File: src/rtl/quadrature_encoder_gen.sv
// Quadrature A/B waveform generator driven by step commands.
// Emits Gray-code edges at a programmed spacing and tracks emitted position.
module quadrature_encoder_gen #(
  parameter int CNT_W  = 8,
  parameter int STEP_W = 16,
  parameter int DIV_W  = 16
) (
  input  logic              clk,
  input  logic              rst_n,
  input  logic              cmd_valid,
  output logic              cmd_ready,
  input  logic              cmd_dir,
  input  logic [STEP_W-1:0] cmd_steps,
  input  logic [DIV_W-1:0]  cmd_period,
  input  logic              abort,
  output logic              A_channel,
  output logic              B_channel,
  output logic [CNT_W-1:0]  position,
  output logic              busy,
  output logic              done
);

  typedef enum logic {
    S_IDLE,
    S_RUN
  } state_t;

  localparam logic [DIV_W-1:0]  ONE_D = DIV_W'(1);
  localparam logic [STEP_W-1:0] ONE_S = STEP_W'(1);

  state_t            r_state;
  logic              r_a;
  logic              r_b;
  logic              r_dir;
  logic              r_done;
  logic [CNT_W-1:0]  r_pos;
  logic [STEP_W-1:0] r_rem;
  logic [DIV_W-1:0]  r_timer;
  logic [DIV_W-1:0]  r_period;

  logic              w_acc;
  logic              w_dir;
  logic              w_tog_a;
  logic              w_na;
  logic              w_nb;
  logic [DIV_W-1:0]  w_per;
  logic [CNT_W-1:0]  w_npos;

  assign w_acc   = cmd_valid && (r_state == S_IDLE);
  assign w_per   = (cmd_period == '0) ? ONE_D : cmd_period;
  assign w_dir   = w_acc ? cmd_dir : r_dir;
  // Forward toggles A when A==B, so new A always differs from old B.
  assign w_tog_a = ~(w_dir ^ (r_a == r_b));
  assign w_na    = r_a ^ w_tog_a;
  assign w_nb    = r_b ^ ~w_tog_a;
  assign w_npos  = w_dir ? r_pos + 1'b1 : r_pos - 1'b1;

  always_ff @(posedge clk or negedge rst_n) begin
    if (!rst_n) begin
      r_state  <= S_IDLE;
      r_a      <= 1'b0;
      r_b      <= 1'b0;
      r_dir    <= 1'b0;
      r_done   <= 1'b0;
      r_pos    <= '0;
      r_rem    <= '0;
      r_timer  <= '0;
      r_period <= '0;
    end else begin
      r_done <= 1'b0;
      unique case (r_state)
        S_IDLE: begin
          if (cmd_valid) begin
            r_dir    <= cmd_dir;
            r_period <= w_per;
            if (cmd_steps == '0) begin
              r_done <= 1'b1;
            end else if (w_per == ONE_D) begin
              // Accept cycle counts as the first period tick.
              r_a     <= w_na;
              r_b     <= w_nb;
              r_pos   <= w_npos;
              r_rem   <= cmd_steps - ONE_S;
              r_timer <= ONE_D;
              if (cmd_steps == ONE_S) r_done  <= 1'b1;
              else                    r_state <= S_RUN;
            end else begin
              r_rem   <= cmd_steps;
              r_timer <= w_per - ONE_D;
              r_state <= S_RUN;
            end
          end
        end
        S_RUN: begin
          if (abort) begin
            r_state <= S_IDLE;
          end else if (r_timer == ONE_D) begin
            r_a     <= w_na;
            r_b     <= w_nb;
            r_pos   <= w_npos;
            r_rem   <= r_rem - ONE_S;
            r_timer <= r_period;
            if (r_rem == ONE_S) begin
              r_state <= S_IDLE;
              r_done  <= 1'b1;
            end
          end else begin
            r_timer <= r_timer - ONE_D;
          end
        end
        default: r_state <= S_IDLE;
      endcase
    end
  end

  assign cmd_ready = (r_state == S_IDLE);
  assign busy      = (r_state == S_RUN);
  assign done      = r_done;
  assign A_channel = r_a;
  assign B_channel = r_b;
  assign position  = r_pos;

endmodule
File: config.mk
export PLATFORM = sky130hd
export DESIGN_NAME = quadrature_encoder_gen
export DESIGN_NICKNAME = d
export VERILOG_FILES = /design/src/rtl/quadrature_encoder_gen.sv
export SDC_FILE = /design/constraint.sdc
export NUM_CORES = 1
export LEC_CHECK = 0
export ABC_CLOCK_PERIOD_IN_PS = 7500
export CORE_UTILIZATION = 50
export DETAILED_ROUTE_END_ITERATION = 10
export PLACE_DENSITY_LB_ADDON = 0.3
export SYNTH_ARGS = -nofsm -noshare
export SYNTH_HDL_FRONTEND = slang
export SYNTH_SLANG_ARGS = --single-unit
File: constraint.sdc
create_clock -name clk -period 7.5 [get_ports clk]
set_clock_uncertainty 0.05 [all_clocks]
set_input_delay 1.875 -clock clk [delete_from_list [all_inputs] [get_ports clk]]
set_output_delay 1.875 -clock clk [all_outputs]
set_load 0.02 [all_outputs]
==> results of run 1 <==
## power groups by stage
stage	combinational (W)	sequential (W)	clock, W
2_1_floorplan	0.000375	0.000552	0
3_3_place_gp	0.000546	0.000551	0
3_5_place_dp	0.000562	0.000553	0
4_1_cts	0.000568	0.000550	0.000383
5_1_grt	0.000633	0.000570	0.000398
6_report	0.000571	0.000555	0.000380
## cells by family (layout without fill, tap and decap cells)
| family | after synthesis | count (layout) | synth area share |
|---|---|---|---|
| DFF | 61 | 61 | 0.3605 |
| AOI/OAI and AO/OA | 122 | 122 | 0.1915 |
| muxes | 25 | 25 | 0.06383 |
| buffers and inverters | 36 | 83 | 0.03428 |
| xor gates and xnor gates | 39 | 39 | 0.08067 |
| adders and majority gates | 15 | 15 | 0.04610 |
| and+or+nand+nor | 183 | 183 | 0.2231 |
## cells in the final DEF (no fill, tap or decap), types with 9 or more instances in the layout
cell and count:
mux2i_1 9, xnor2_1 26, or4_1 9, xor2_1 13
nor2_1 54, inv_1 15, a21oi_1 25, nor4_1 11
clkdlybuf4s50_1 48, o211ai_1 9, mux2_2 16, o21ai_0 30
nand2_1 44, dfrtp_1 61, ha_1 14, clkbuf_8 12
nor3_1 19
## cell type report
cell class	count	area, µm²
Timing Repair Buffer	52	508.0
Clock inverter	3	90.09
Fill cell	692	3173
Tap cell	105	131.4
Clock buffer	13	168.9
Multi-Input combinational cell	384	2562
Inverter	15	56.30
Sequential cell	61	1526
## metal layers
layer	track usage	vias up	wire (µm)
met5	0	-	0
met4	0.1000	0	172
met3	0.03560	15	657
met2	0.4489	164	5401
met1	0.3708	1962	5002
li1	-	1858	-
## critical path, delay by kind of cell
kind	cells	cell delay (ns)
mux	1	0.96
simple gates	2	0.86
compound gates	3	0.67
buf+inv	1	0.39
fa+ha+maj	1	0.38
xor+xnor	2	0.28
## cells in the mapped netlist, drive strengths merged (7+ instances only)
cell,instances,share of area
nor2,55,0.049
nand2,44,0.039
nand3,8,0.012
clkbuf,14,0.012
dfrtp,61,0.36
or4,10,0.019
a21oi,25,0.030
xnor2,26,0.054
nor3,21,0.027
xor2,13,0.027
inv,15,0.013
mux2i,9,0.021
o21ai,35,0.041
nor4,14,0.025
buf,7,0.0086
mux2,16,0.043
o211ai,9,0.016
ha,14,0.041
a221oi,9,0.020
## through the flow
stage	cells	area, µm²	total power [W]
2_1_floorplan	481	4234	0.0009266
3_3_place_gp	617	4785	0.001098
3_5_place_dp	617	4785	0.001115
4_1_cts	633	5044	0.001502
5_1_grt	633	5044	0.001601
6_report	633	5044	0.001506
## sequential cells by signal, indices dropped and copies added (netlist names)
signal and flops:
r_period 16, r_rem 16, r_timer 16, position 8, A_channel 1, B_channel 1
busy 1, done 1, r_dir 1
## final timing paths
path	start	endpoint	slack [ns]	cells past startpoint
worst max-delay path	cmd_valid	position[7]	2.25	10
worst min-delay path	position[7]	position[7]	0.45	1
worst max register to register	busy	position[7]	3.56	9
worst min register to register	position[7]	position[7]	0.45	1
max in group asynchronous	rst_n	r_rem[2]	5.21	2
min in group asynchronous	rst_n	r_rem[5]	1.60	2
==> results.yml, run 1 <==
yosys:
  synth-main-ff-cell: "dfrtp_1"
  ys_types: 62
  yosysSeqAreaShare: 0.3605
  synth_edf_count: 0
  ys_ff_latch: 61
  syn_inst: 481
  yosysWarnings: 0
  avgSynthCellArea_um2: 8.803
  synth_area_um2: 4234
  synthArstFlopShare: 1.000
  syn_nets: 533
layout:
  drive_gt1_frac: 0.08902
  final_util: 0.6138
  diodes: 0
  final_nets: 575
  synthToLayoutAreaGrowth_pct: 19.12
place:
  port_buffers: 49
  place_ws_ns: 1.888
  hpwl_mm: 7.797
  place.gp.congestion: 0.8900
timing:
  hold_viol_final: 0
  setup_ws_ns: 2.254
  tightest_slew_ns: 1.197
  max_slew_margin: 0.1994
  rsz0062_at_grt: "false"
  fin_crit_sh: 0.6994
  hold_ws_ns: 0.4501
  setup-violations-final: 0
  fin_tns_setup_ns: 0
  fmax_mhz: 190.6
  min_period_ns: 5.246
  drv_slew: 0
clock_tree:
  cts.repair.resized: 0
  root_buffer: "clkbuf_8"
  cts-hold-fix-buffers: 0
  cts_setup_buffers: 0
  tritoncts: "done"
  htreeDepth: 3
  cts_num_sinks: 61
  clk_pin_slew_ns: 0.07
  cts_made_buffers: 9
  clock_latency_ns: 0.35
  cts_max_path_buffers: 2
run_status:
  status: "completed"
grt:
  grt_pass1_vias: 3776
  grt_pass1_wl_mm: 18.67
  grt_max_degree: 62
  track_usage: 0.2744
  overflow: 0
  antenna_found_initial: 0
floorplan:
  die_area_um2: 8840
  initial_core_util: 0.5153
  fp-row-count: 33
  fp.dieH_um: 94.02
  core-area_um2: 8217
  fp.dieW_um: 94.02
  pin_count: 50
worst_setup_path:
  slowest_delay_ns: 0.96
  worstPathRequired_ns: 7.68
  arrival_ns: 5.43
  cp_slowest_cell: "mux2i_1"
  critPathLaunchType: "input port"
  crit_type: "input port to flip-flop"
  cp_common_cell: "xnor2_1"
  crit_chain: "clkdlybuf4s50_1, nand2b_1, mux2i_1, ha_1, a21oi_1, o211ai_1, o41ai_1, xnor2_1, nand2_1, xnor2_1"
  cp_max_fo: 25
  endpoint_kind: "flip-flop"
detailed_routing:
  vias_per_cell: 6.318
  route.detailed.drc: 0
  ant_nets: 0
  wl_per_cell_um: 17.75
  detailedRoute.firstIterationViolations: 419
  dr_total_vias: 3999
  wirelength_mm: 11.23
  drt_first_pass_iters: 5
power_and_ir_drop:
  power.share.sequential: 0.369
  p_int_w: 0.0009530
  leakage_nw: 1.947
  comb_power_share: 0.379
  swShare: 0.3672
  power.switching_w: 0.0005530
  peakVddDrop_v: 0.0001987
  power_density_nw_per_um2: 298.6
  pwr-share-clk: 0.252
flow_run:
  cap_violations: 0
hold_path:
  hold_path.class: "flip-flop to flip-flop"
(Power assumes the default switching activity.)
==> run 2: changes to the inputs <==
--- a/config.mk
+++ b/config.mk
@@ -5,7 +5,7 @@
 export SDC_FILE = /design/constraint.sdc
 export NUM_CORES = 1
 export LEC_CHECK = 0
-export ABC_CLOCK_PERIOD_IN_PS = 7500
+export ABC_CLOCK_PERIOD_IN_PS = 5100
 export CORE_UTILIZATION = 50
 export DETAILED_ROUTE_END_ITERATION = 10
 export PLACE_DENSITY_LB_ADDON = 0.3
==> constraint.sdc (replaced) <==
create_clock -name clk -period 5.1 [get_ports clk]
set_clock_uncertainty 0.05 [all_clocks]
set_input_delay 1.275 -clock clk [delete_from_list [all_inputs] [get_ports clk]]
set_output_delay 1.275 -clock clk [all_outputs]
set_load 0.02 [all_outputs]
==> results.yml, run 2 (synthesized netlist as in run 1, its figures left out) <==
worst_setup_path:
  r2r_end: "r_timer[2]"
  slowest_delay_ns: 0.55
  crit_chain: "clkdlybuf4s50_1, nor4_1, and3_1, a31oi_1, inv_1, ha_1, and3_1, nand3_2, or4_1, a211oi_1, a221o_1"
  rrSetupSlack_ns: 2.25
  crit_buf_inv: 2
  arrival_ns: 4.36
  worst_r2r_path_depth: 6
  cp_max_fo: 7
  cp_common_cell: "and3_1"
  critPathLaunchType: "input port"
  crit_family: "simple AND/OR/NAND/NOR gates"
  worstPathRequired_ns: 5.34
  r2r-start: "r_timer[4]"
  cp_slowest_cell: "nor4_1"
  crit_type: "input port to flip-flop"
  endpoint_kind: "flip-flop"
detailed_routing:
  dr_total_vias: 3991
  wl_per_cell_um: 17.84
  route.detailed.drc: 0
  wirelength_mm: 11.42
  drt_first_pass_iters: 5
  vias_per_cell: 6.236
  ant_nets: 0
  detailedRoute.firstIterationViolations: 367
timing:
  setup-violations-final: 0
  fmax_mhz: 242.6
  fin_tns_setup_ns: 0
  tightest_slew_ns: 1.089
  rsz0062_at_grt: "false"
  min_period_ns: 4.122
  max_slew_margin: 0.2710
  fin_crit_sh: 0.8083
  hold_viol_final: 0
  drv_slew: 0
run_status:
  status: "completed"
layout:
  drive_gt1_frac: 0.1028
  nFillCells: 699
  final_cell_mix: "dfrtp_1 (61), nor2_1 (54), clkdlybuf4s50_1 (48)"
  final_nets: 582
  synthToLayoutAreaGrowth_pct: 18.94
  final_common_cell: "dfrtp_1"
  multi_input_area_um2: 2562
  diodes: 0
  seqCellArea_um2: 1526
  fin_cells: 640
  reg.largest.list: "r_period (16), r_rem (16), r_timer (16)"
clock_tree:
  clk_pin_slew_ns: 0.07
  htreeDepth: 3
  cts-hold-fix-buffers: 0
  cts_num_sinks: 61
  tritoncts: "done"
  cts_made_buffers: 9
  clock_latency_ns: 0.35
  cts_max_path_buffers: 2
  cts.repair.resized: 0
  cts_setup_buffers: 0
  root_buffer: "clkbuf_8"
hold_path:
  hold_path.class: "flip-flop to flip-flop"
  hold_end: "position[7]"
  min_path_cells: 1
  min_from: "position[7]"
place:
  port_buffers: 49
  hpwl_mm: 8.190
  dp_cells: 624
  place.gp.congestion: 0.8809
grt:
  track_usage: 0.2771
  antenna_found_initial: 0
  grt_pass1_wl_mm: 18.80
  grt_max_degree: 38
  overflow: 0
  grt_pass1_vias: 3819
floorplan:
  pin_count: 50
  die_area_um2: 8840
  initial_core_util: 0.5153
  core-area_um2: 8217
  fp-row-count: 33
  fp.dieH_um: 94.02
  fp.dieW_um: 94.02
flow_run:
  cap_violations: 0
power_and_ir_drop:
  power_w: 0.002107
  peakVddDrop_v: 0.0003048
  leakage_nw: 1.955
  power_density_nw_per_um2: 418.5
-- run 2: routing by layer --
metal  wire length, µm  track usage  vias to the layer above
li1                  -            -                     1874
met1              5047       0.3754                     1925
met2              5447       0.4519                      174
met3               741      0.04288                       18
met4               180      0.09231                        0
met5                 0            0                        -
-- run 2: final cells by class --
cell class                      instances  area share
Clock inverter                          6     0.01217
Clock buffer                           10     0.02733
Inverter                               15     0.01118
Multi-Input combinational cell        384      0.5088
Sequential cell                        61      0.3031
Timing Repair Buffer                   59      0.1113
Tap cell                              105     0.02609
-- run 2: worst max path at each step --
stage                              start  cells after the start         end  slack, ns
after floorplan           cmd_period[12]                     12   r_rem[11]       1.29
after global placement      cmd_steps[0]                      9  r_timer[5]       0.77
after detailed placement   cmd_period[6]                     11   r_rem[11]       0.65
after CTS                  cmd_period[6]                     11   r_rem[11]       1.01
after global routing       cmd_period[6]                     11   B_channel       0.77
final                      cmd_period[6]                     11   r_rem[11]       0.98
-- run 2: where the power goes --
group | switching (W) | total (W) | internal (W)
clock network | 0.000205 | 0.000443 | 0.000238
registers | 0.000181 | 0.000818 | 0.000637
logic | 0.000443 | 0.000846 | 0.000404
-- run 2: stage by stage --
stage / hold slack [ns] / instance area [µm²] / worst slack (ns) / utilization
after floorplan: 0.3997 / 4234 / 1.291 / -
after global placement: 0.4130 / 4837 / 0.7728 / 0.5887
after detailed placement: 0.4176 / 4837 / 0.6452 / 0.5887
after CTS: 0.4345 / 5036 / 1.013 / 0.6129
after global routing: 0.4435 / 5036 / 0.7697 / 0.6129
final: 0.4340 / 5036 / 0.9779 / 0.6129
-- run 2: worst reg2reg max path: cells and delay by family (launching register included) --
kind            cells  cell delay [ns]
compound gates      2             0.51
simple gates        4             1.75
flops               1             0.43
